### src/rtl/cp_phase_ctrl.sv
// -----------------------------------------------------------------------------
// cp_phase_ctrl
// -----------------------------------------------------------------------------
// Sequencer for the on-chip charge pump. It drives the two pump switch phases
// (ph1/ph2) as registered, non-overlapping pulses. It also provides:
//   * a soft-start ramp: the phase half-length starts at cfg_div + SS_STEPS
//     and shrinks by one each pump cycle until it reaches the base length;
//   * pulse-skip regulation: once the pump is regulating, a new pump cycle
//     starts only while the output comparator reports the output below target;
//   * a timeout fault: if the comparator stays low for TIMEOUT_CYCLES
//     consecutive pump cycles, the pump stops and raises fault.
//
// Parameters
//   DIV_W          width of cfg_div
//   DEAD_CYCLES    clk cycles with both phases low between ph1 and ph2 (>= 1)
//   SS_STEPS       extra half-length of the first soft-start pump cycle
//   TIMEOUT_CYCLES consecutive comparator-low pump cycles before FAULT (>= 1)
//
// Ports
//   clk       in   system clock
//   rst       in   asynchronous reset, active-high
//   en        in   pump enable (level); low aborts everything back to IDLE
//   cfg_div   in   base phase half-length in clk cycles (0 behaves as 1)
//   comp_low  in   comparator, 1 = pump output below target (async to clk)
//   ph1       out  pump phase 1 drive (registered)
//   ph2       out  pump phase 2 drive (registered)
//   active    out  1 while in SOFTSTART or REGULATE (registered)
//   fault     out  1 while in FAULT (registered)
//   state     out  IDLE=0 SOFTSTART=1 REGULATE=2 FAULT=3
//
// Build option
//   CP_COMP_SYNC_EN  defined: comp_low passes through a 2-flop synchronizer
//                    (2 clk lag). Undefined: a single capture flop (1 clk lag).
// -----------------------------------------------------------------------------
module cp_phase_ctrl #(
    parameter int DIV_W          = 4,
    parameter int DEAD_CYCLES    = 1,
    parameter int SS_STEPS       = 3,
    parameter int TIMEOUT_CYCLES = 8
) (
    input  logic             clk,
    input  logic             rst,
    input  logic             en,
    input  logic [DIV_W-1:0] cfg_div,
    input  logic             comp_low,
    output logic             ph1,
    output logic             ph2,
    output logic             active,
    output logic             fault,
    output logic [1:0]       state
);

    // Half-length is one bit wider than cfg_div so max(cfg_div,1)+ss_cnt
    // cannot wrap.
    localparam int HL_W  = DIV_W + 1;
    localparam int DC_W  = $clog2(DEAD_CYCLES + 1);
    localparam int CNT_W = (HL_W > DC_W) ? HL_W : DC_W;
    localparam int SS_W  = (SS_STEPS < 1) ? 1 : $clog2(SS_STEPS + 1);
    localparam int TC_W  = $clog2(TIMEOUT_CYCLES + 1);

    typedef enum logic [1:0] {
        S_IDLE      = 2'd0,
        S_SOFTSTART = 2'd1,
        S_REGULATE  = 2'd2,
        S_FAULT     = 2'd3
    } main_t;

    // PH_WAIT is the pump-cycle boundary: both phases low, waiting for the
    // decision to start the next P1.
    typedef enum logic [2:0] {
        PH_WAIT = 3'd0,
        PH_P1   = 3'd1,
        PH_D1   = 3'd2,
        PH_P2   = 3'd3,
        PH_D2   = 3'd4
    } phase_t;

    // -------------------------------------------------------------------------
    // Comparator capture
    // -------------------------------------------------------------------------
    logic comp_s;

`ifdef CP_COMP_SYNC_EN
    logic comp_meta;

    always_ff @(posedge clk or posedge rst) begin
        if (rst) begin
            comp_meta <= 1'b0;
            comp_s    <= 1'b0;
        end else begin
            comp_meta <= comp_low;
            comp_s    <= comp_meta;
        end
    end
`else
    always_ff @(posedge clk or posedge rst) begin
        if (rst) begin
            comp_s <= 1'b0;
        end else begin
            // NOTE: sequential state always uses non-blocking assignment so
            // every flop samples values from before the edge.
            comp_s <= comp_low;
        end
    end
`endif

    // -------------------------------------------------------------------------
    // State
    // -------------------------------------------------------------------------
    main_t            main_q,  main_d;
    phase_t           phase_q, phase_d;
    logic [CNT_W-1:0] cnt_q,   cnt_d;    // cycles left in current segment - 1
    logic [HL_W-1:0]  hl_q,    hl_d;     // half-length latched at P1 entry
    logic [SS_W-1:0]  ss_q,    ss_d;     // soft-start extra half-length
    logic [TC_W-1:0]  tcnt_q,  tcnt_d;   // consecutive comparator-low cycles

    logic ph1_d, ph2_d, active_d, fault_d;

    // Combinational helpers
    logic             seg_done;
    logic             boundary;
    logic             regulate_now;
    logic [SS_W-1:0]  ss_eff;
    logic [DIV_W-1:0] div_eff;
    logic [HL_W-1:0]  hl_new;

    // -------------------------------------------------------------------------
    // Process 1: state register (outputs are registered here as well)
    // -------------------------------------------------------------------------
    always_ff @(posedge clk or posedge rst) begin
        if (rst) begin
            main_q  <= S_IDLE;
            phase_q <= PH_WAIT;
            cnt_q   <= '0;
            hl_q    <= '0;
            ss_q    <= '0;
            tcnt_q  <= '0;
            ph1     <= 1'b0;
            ph2     <= 1'b0;
            active  <= 1'b0;
            fault   <= 1'b0;
        end else begin
            main_q  <= main_d;
            phase_q <= phase_d;
            cnt_q   <= cnt_d;
            hl_q    <= hl_d;
            ss_q    <= ss_d;
            tcnt_q  <= tcnt_d;
            ph1     <= ph1_d;
            ph2     <= ph2_d;
            active  <= active_d;
            fault   <= fault_d;
        end
    end

    assign state = main_q;

    // -------------------------------------------------------------------------
    // Process 2: next-state logic (main FSM and phase FSM)
    // -------------------------------------------------------------------------
    always_comb begin
        // NOTE: every variable gets a default before any branch, so no path
        // leaves one unassigned and no latch is inferred.
        main_d       = main_q;
        phase_d      = phase_q;
        cnt_d        = cnt_q;
        hl_d         = hl_q;
        ss_d         = ss_q;
        tcnt_d       = tcnt_q;
        seg_done     = (cnt_q == '0);
        boundary     = 1'b0;
        regulate_now = 1'b0;
        ss_eff       = ss_q;
        div_eff      = (cfg_div == '0) ? DIV_W'(1) : cfg_div;
        hl_new       = '0;

        if (!en) begin
            // Enable low aborts whatever is in progress, mid-segment included.
            main_d  = S_IDLE;
            phase_d = PH_WAIT;
            cnt_d   = '0;
            hl_d    = '0;
            ss_d    = '0;
            tcnt_d  = '0;
        end else begin
            case (main_q)
                S_IDLE: begin
                    ss_d    = SS_W'(SS_STEPS);
                    tcnt_d  = '0;
                    phase_d = PH_WAIT;
                    cnt_d   = '0;
                    main_d  = (SS_STEPS == 0) ? S_REGULATE : S_SOFTSTART;
                end

                S_SOFTSTART, S_REGULATE: begin
                    // Segment sequencing inside a pump cycle.
                    case (phase_q)
                        PH_P1: begin
                            if (seg_done) begin
                                phase_d = PH_D1;
                                cnt_d   = CNT_W'(DEAD_CYCLES - 1);
                            end else begin
                                cnt_d = cnt_q - CNT_W'(1);
                            end
                        end
                        PH_D1: begin
                            if (seg_done) begin
                                phase_d = PH_P2;
                                cnt_d   = CNT_W'(hl_q) - CNT_W'(1);
                            end else begin
                                cnt_d = cnt_q - CNT_W'(1);
                            end
                        end
                        PH_P2: begin
                            if (seg_done) begin
                                phase_d = PH_D2;
                                cnt_d   = CNT_W'(DEAD_CYCLES - 1);
                            end else begin
                                cnt_d = cnt_q - CNT_W'(1);
                            end
                        end
                        PH_D2: begin
                            if (seg_done) begin
                                boundary = 1'b1;
                            end else begin
                                cnt_d = cnt_q - CNT_W'(1);
                            end
                        end
                        default: boundary = 1'b1;   // PH_WAIT
                    endcase

                    // Pump-cycle boundary: decide whether the next P1 starts.
                    if (boundary) begin
                        regulate_now = (main_q == S_REGULATE);

                        // Soft-start steps down at the end of each full cycle;
                        // the step that reaches zero hands this very boundary
                        // over to regulation so pumping continues seamlessly.
                        if (main_q == S_SOFTSTART && phase_q == PH_D2) begin
                            ss_eff = (ss_q == '0) ? '0 : ss_q - SS_W'(1);
                            ss_d   = ss_eff;
                            if (ss_eff == '0) begin
                                main_d       = S_REGULATE;
                                regulate_now = 1'b1;
                            end
                        end

                        hl_new = HL_W'(div_eff) + HL_W'(ss_eff);

                        if (!regulate_now) begin
                            phase_d = PH_P1;
                            hl_d    = hl_new;
                            cnt_d   = CNT_W'(hl_new) - CNT_W'(1);
                            tcnt_d  = '0;
                        end else if (comp_s) begin
                            if (tcnt_q == TC_W'(TIMEOUT_CYCLES - 1)) begin
                                // Pump has not reached target for too long.
                                main_d  = S_FAULT;
                                phase_d = PH_WAIT;
                                cnt_d   = '0;
                                tcnt_d  = TC_W'(TIMEOUT_CYCLES);
                            end else begin
                                phase_d = PH_P1;
                                hl_d    = hl_new;
                                cnt_d   = CNT_W'(hl_new) - CNT_W'(1);
                                tcnt_d  = tcnt_q + TC_W'(1);
                            end
                        end else begin
                            // Output at target: skip, re-check next clk.
                            phase_d = PH_WAIT;
                            cnt_d   = '0;
                            tcnt_d  = '0;
                        end
                    end
                end

                S_FAULT: begin
                    // Only en=0 leaves FAULT; counters stay frozen here.
                    phase_d = PH_WAIT;
                    cnt_d   = '0;
                end

                default: begin
                    main_d  = S_IDLE;
                    phase_d = PH_WAIT;
                end
            endcase
        end
    end

    // -------------------------------------------------------------------------
    // Process 3: output decode from next state, registered in process 1
    // -------------------------------------------------------------------------
    always_comb begin
        ph1_d    = (phase_d == PH_P1);
        ph2_d    = (phase_d == PH_P2);
        active_d = (main_d == S_SOFTSTART) || (main_d == S_REGULATE);
        fault_d  = (main_d == S_FAULT);
    end

endmodule

### config.mk
export PLATFORM = sky130hd
export DESIGN_NAME = cp_phase_ctrl
export DESIGN_NICKNAME = d
export VERILOG_FILES = /design/src/rtl/cp_phase_ctrl.sv
export SDC_FILE = /design/constraint.sdc
export NUM_CORES = 1
export LEC_CHECK = 0
export ABC_CLOCK_PERIOD_IN_PS = 2680
export BUFFER_PORTS_ARGS = -buffer_cell sky130_fd_sc_hd__buf_4
export CORE_ASPECT_RATIO = 0.6
export CORE_MARGIN = 2
export CORE_UTILIZATION = 40
export DETAILED_ROUTE_END_ITERATION = 7
export PLACE_DENSITY = 0.71
export SLEW_MARGIN = 25
export SYNTH_ARGS = -nofsm -noshare
export SYNTH_HDL_FRONTEND = slang
export SYNTH_SLANG_ARGS = --single-unit
### constraint.sdc
create_clock -name clk -period 2.68 [get_ports clk]
set_input_delay 0.536 -clock clk [delete_from_list [all_inputs] [get_ports clk]]
set_output_delay 0.536 -clock clk [all_outputs]
set_load 0.01 [all_outputs]
Yosys cells after proc, flatten, opt, wreduce, memory -nomap -nowiden

Index checks and enable logic that the tools add are counted.

Bits in registers: 26
Bits in latches: 0
Bits in writable memories: 0
Bits in read-only memories: 0
Input port bits: 8
Output and inout port bits: 6
Logic and storage cells: 109
Memories kept: 0

$add $sub $neg: 6
Multipliers: 0
Div/mod/pow operators: 0
Order comparisons: 0
Equal/unequal tests: 21
Shift-type cells: 0
Multiplexer cells: 57
Bitwise gates (word level): 0
Reduce and logical (&&, ||, !) cells: 14

Operator list:

| cell                                                                     | number |
|---|---|
| 5-bit two-way mux                                                        | 14 |
| 2-bit two-way mux                                                        | 13 |
| 4-bit two-way mux                                                        | 6 |
| 3-bit two-way mux                                                        | 7 |
| 5-bit one-hot mux with 3 select lines                                    | 1 |
| 5-bit by 1-bit subtractor with 5-bit output (second input constant)      | 3 |
| 5-bit one-hot mux with 2 select lines                                    | 1 |
| 3-bit by 2-bit == test with 1-bit output (second input constant)         | 3 |
| 1-bit two-way mux                                                        | 9 |
| 3-bit inequality test (second input constant)                            | 3 |
| 3-bit one-hot mux with 3 select lines                                    | 1 |
| 2-bit == test (second input constant)                                    | 4 |
| 2-bit one-hot mux with 2 select lines                                    | 2 |
| 4-bit one-hot mux with 2 select lines                                    | 1 |
| 3-bit by 1-bit == test with 1-bit output (second input constant)         | 2 |
| 2-bit logical NOT                                                        | 3 |
| 6-bit by 5-bit inequality test with 1-bit output (second input constant) | 1 |
| 3-bit one-hot mux with 2 select lines                                    | 1 |
| 2-bit OR reduction                                                       | 3 |
| 4-bit by 2-bit adder with 5-bit output                                   | 1 |
| 5-bit logical NOT                                                        | 1 |
| 5-bit inequality test (second input constant)                            | 1 |
| 4-bit by 1-bit adder with 4-bit output (second input constant)           | 1 |
| 2-bit by 1-bit == test with 1-bit output (second input constant)         | 2 |
| 12 further kinds                                                         | 14 |

Logic depth before layout (Yosys ltp)

Depth after elaboration: 16
Mapped depth: 14
Depth with buffers taken out: 14

Least setup slack after synthesis

Ideal clock, no wire load.

Path kind: register to register
Start: register main_q[1], in the netlist state[1]
End: register cnt_q[4]
Setup time: 104 ps
Arrival time: 2696 ps
Required time: 2576 ps
Setup slack: -120 ps
Cell stages (with the launch flop): 15
Path buffers: 0
Clock period less this slack: 2800 ps
Cells stage by stage: dfrtp_1 > inv_1 > ha_1 > nand4bb_1 > nor2_1 > nand2_1 > o21ai_0 > ha_1 > fa_1 > inv_1 > ha_1 > o31ai_1 > a31oi_1 > or4_1 > o311ai_1

Cells in the longest elaborated chain, start to end: 14
Elaborated cells on any way between the ends: 27
Classes of those cells: add/sub: 2; eq/ne: 5; mux: 15; reduce/logical: 5

Ends and longest elaborated chain:

| item                                        | RTL line | RTL |
|---|---|---|
| start, declared                             | 110      | `main_t main_q, main_d;` |
| start signal, assigned                      | 143      | `main_q <= main_d;` |
| 2-bit by 1-bit == test with 1-bit output    | 186, 239 |  |
| 1-bit logical AND                           | 239      | `if (main_q == S_SOFTSTART && phase_q == PH_D2) begin` |
| 2-bit two-way mux                           | 239      |  |
| 2-bit two-way mux                           | 233      | `if (boundary) begin` |
| 2-bit two-way mux                           | 186      | `case (main_q)` |
| 2-bit two-way mux                           | 177      | `if (!en) begin` |
| 4-bit by 2-bit adder with 5-bit output      | 248      | `hl_new = HL_W'(div_eff) + HL_W'(ss_eff);` |
| 5-bit by 1-bit subtractor with 5-bit output | 253, 265 |  |
| 5-bit two-way mux                           | 256      | `if (tcnt_q == TC_W'(TIMEOUT_CYCLES - 1)) begin` |
| 5-bit two-way mux                           | 255      | `end else if (comp_s) begin` |
| 5-bit two-way mux                           | 250      | `if (!regulate_now) begin` |
| 5-bit two-way mux                           | 233      |  |
| 5-bit one-hot mux with 2 select lines       | 186      |  |
| 5-bit two-way mux                           | 177      |  |
| end signal, assigned                        | 145      | `cnt_q <= cnt_d;` |
| end, declared                               | 112      | `logic [CNT_W-1:0] cnt_q, cnt_d;` |

Parallel ways exist; a longest one is shown, timed or not. The select of a mux whose other input is x is not followed.
A chain may end at the register's enable or synchronous reset.

Worst setup path in the final report

Ends and elaborated chain as after synthesis.

==> impl_metrics.csv <==
group,metric,value,unit
run_status,status,"finished with violations",
run_status,failed_checks,"negative setup slack",
critical_path,worstSetupEndpointType,"flip-flop",
critical_path,cp_data_arrival_time,2.90,ns
place,dpl_cell_area,2170,um2
timing,fin_crit_sh,1.01,
floorplan,num_rows,19,
critical_path,worstSetupPathType,"flip-flop to flip-flop",
routing,ant_nets,0,
logic_synthesis,postSynthAreaPerCell,9.53,um2
grt,antenna_found_initial,0,
floorplan,num_io_pins,14,
cells_and_area,fin_util,0.509,
cells_and_area,fillers,405,
clock_tree,cts_root_buf,"clkbuf_8",
logic_synthesis,synth_edf_count,0,
clock_tree,hold_buffers,0,
timing,setup_viol,1,
floorplan,coreArea,4540,um2
logic_synthesis,ys.warnings.count,0,
critical_path,critPathRequiredTime,2.87,ns
cells_and_area,fin_cells,290,
grt,grt_pass1_wl,7660,um
min_path,holdCritPathClass,"input port to asynchronous set/reset pin",
clock_tree,clk_latency,0.28,ns
logic_synthesis,syn-instance-count,197,
routing,drc,0,
floorplan,die_area,5270,um2
pwr,leakagePower,1.05,nW
routing,vias,1604,
logic_synthesis,syn_area,1880,um2
timing,hold_violations,0,
pwr,fin_total_pwr,1.25,mW
floorplan,die_x,92.4,um
grt,grt-ovfl-total,0,
clock_tree,cts_tree,"done",
routing,dr.pass1.iters,4,
routing,totalWireLength,4760,um
logic_synthesis,synthFlopType,"dfrtp_1",
timing,timing.slew.headroom,0.610,
place,dp_hpwl,3570,um
critical_path,r2r_setup_slack,-0.03,ns
cells_and_area,final_area,2310,um2
clock_tree,clockBufferDepth,2,
logic_synthesis,synth_seq_cells,26,
timing,slew_viol_final,0,
logic_synthesis,ys_types,60,
timing,fmax,369,MHz
critical_path,reg2reg_depth,12,
critical_path,start_kind,"flip-flop",
critical_path,cp_max_fo,3,
timing,fin_worst_skew,0.00901,ns
grt,grt_pass1_vias,1495,
clock_tree,ctsHtreeMaxLevel,1,
cells_and_area,diodes,0,
logic_synthesis,yosysSeqAreaShare,0.347,
logic_synthesis,async_reset_ff_frac,1.00,
place,portBuffers,13,
floorplan,die_y,57.1,um
critical_path,timing.rr.end,"cnt_q[4]",
cells_and_area,final_layout_size_suffix_gt1_frac,0.291,
cells_and_area,layout.nets,248,
pwr,ir_drop,248,uV
clock_tree,path_clk_slew,0.09,ns
timing,tightest_slew,0.585,ns
cells_and_area,area_delta_synth_final,23.1,%
clock_tree,cts_made_buffers,3,
timing,fin_ws,-0.0308,ns
routing,avgViaCountPerCell,5.53,
routing,first_iter_violations,146,
cells_and_area,ff_latch_area,652,um2
job,cap_viol_max_count,0,
clock_tree,cts_sinks,26,
logic_synthesis,synth_nets,217,
place,dp.cells,283,
cells_and_area,multi_input_area,1190,um2
grt,grt_max_degree,27,
timing,rsz0062_at_grt,"true",
critical_path,r2r-start,"state[1]",
grt,grt_use_total,0.188,
place,gp_congestion,0.914,
routing,wl_per_cell,16.4,um
timing,min_period,2.71,ns
pwr,power.density,542,nW/um2
floorplan,initial_core_util,0.413,
-- per-layer routing --
layer	track usage	vias up	wire length, um
li1	-	788	-
met1	0.301	755	2430
met2	0.248	55	1830
met3	0.0555	6	429
met4	0.0384	0	61
met5	0	-	0
-- worst max-delay path by stage --
stage,startpoint,end,slack [ns],depth (start not counted)
2_1_floorplan,state[1],cnt_q[4],0.006,12
3_3_place_gp,cfg_div[1],cnt_q[4],0.03,11
3_5_place_dp,cfg_div[1],cnt_q[4],-0.08,11
4_1_cts,state[0],cnt_q[4],-0.04,13
5_1_grt,state[1],cnt_q[4],-0.11,12
6_report,state[1],cnt_q[4],-0.03,12
-- stage by stage --
stage	setup WS [ns]	hold WS [ns]	TNS [ns]
final	-0.0308	0.317	-0.0308
after global routing	-0.107	0.343	-0.116
after CTS	-0.0360	0.327	-0.0360
after detailed placement	-0.0795	0.535	-0.0795
after global placement	0.0276	0.526	0
after floorplan	0.00616	0.508	0
-- cell families (layout without fill, tap and decap cells) --
logic type / after synthesis / after routing / share of synthesized area
AND/OR/NAND/NOR: 66 / 66 / 0.215
XOR/XNOR: 10 / 10 / 0.0540
multiplexers: 6 / 6 / 0.0333
flip-flops: 26 / 26 / 0.347
adder cells (fa/ha/maj): 12 / 12 / 0.0840
AO/OA/AOI/OAI: 51 / 51 / 0.211
buffers and inverters: 26 / 56 / 0.0560
-- power by group --
part | internal, mW | switching, mW
logic | 0.247 | 0.290
registers | 0.423 | 0.0343
clock network | 0.132 | 0.127
total | 0.802 | 0.451
-- timing repair --
action                                  in CTS  in global routing
pin swaps                                    2                  4
setup buffers                                1                  2
endpoints found under the setup margin       1                  4
resized for setup                            2                  8
-- synth_stat cells, types with 2 or more instances --
| master | instances | area share |
|---|---|---|
| a211oi_1 | 2 | 0.0080 |
| a21oi_1 | 7 | 0.019 |
| a31oi_1 | 4 | 0.013 |
| and4_1 | 2 | 0.0093 |
| buf_2 | 5 | 0.013 |
| clkbuf_1 | 5 | 0.010 |
| dfrtp_1 | 26 | 0.35 |
| ha_1 | 11 | 0.073 |
| inv_1 | 15 | 0.030 |
| mux2_2 | 2 | 0.012 |
| mux2i_1 | 4 | 0.021 |
| nand2_1 | 15 | 0.030 |
| nand2b_1 | 4 | 0.013 |
| nand3_1 | 5 | 0.013 |
| nor2_1 | 10 | 0.020 |
| nor3_1 | 9 | 0.024 |
| nor3b_1 | 3 | 0.012 |
| nor4b_1 | 2 | 0.0093 |
| o2111ai_1 | 2 | 0.0093 |
| o211a_1 | 2 | 0.011 |
| o211ai_1 | 4 | 0.016 |
| o21a_1 | 2 | 0.0080 |
| o21ai_0 | 6 | 0.016 |
| o221ai_1 | 3 | 0.014 |
| o22ai_1 | 2 | 0.0067 |
| o31ai_1 | 3 | 0.012 |
| or3_1 | 2 | 0.0067 |
| xnor2_1 | 3 | 0.014 |
| xor2_1 | 6 | 0.028 |
-- sequential cells by signal, indices dropped and copies added, names as in the netlist --
| register | count |
|---|---|
| state | 2 |
| comp_s | 1 |
| hl_q | 5 |
| tcnt_q | 4 |
| fault | 1 |
| ph2 | 1 |
| cnt_q | 5 |
| ss_q | 2 |
| active | 1 |
| phase_q | 3 |
| ph1 | 1 |
-- cells in the final DEF, fill, tap and decap left out, types with 4 or more instances in the layout --
| master | netlist | final |
|---|---|---|
| nor2_1 | 10 | 9 |
| dfrtp_1 | 26 | 25 |
| ha_1 | 11 | 8 |
| a31oi_1 | 4 | 4 |
| nor3_1 | 9 | 8 |
| clkbuf_8 | 0 | 4 |
| mux2i_1 | 4 | 4 |
| o21ai_0 | 6 | 5 |
| nand2_1 | 15 | 14 |
| a21oi_1 | 7 | 7 |
| nand2b_1 | 4 | 4 |
| inv_1 | 15 | 13 |
| o211ai_1 | 4 | 4 |
| nand3_1 | 5 | 5 |
| xor2_1 | 6 | 6 |
| buf_4 | 0 | 37 |
-- critical path, stage by stage, from the launching register on --
cell and delay, ns:
dfrtp_2 0.41, inv_2 0.07, ha_4 0.15, and4bb_4 0.25, o21ai_2 0.06, ha_2 0.20
fa_1 0.58, inv_2 0.05, ha_4 0.16, o31ai_2 0.05, a31oi_1 0.06, or4_1 0.50
o311ai_2 0.09
-- final cells by class --
| type | instances | area share |
|---|---|---|
| multi-input cells | 145 | 0.515 |
| flip-flops and latches | 26 | 0.282 |
| repair buffers | 37 | 0.120 |
| well taps | 63 | 0.0341 |
| inverters | 15 | 0.0244 |
| clock buffers | 4 | 0.0238 |
No activity file was read; power rests on OpenSTA's default activity.
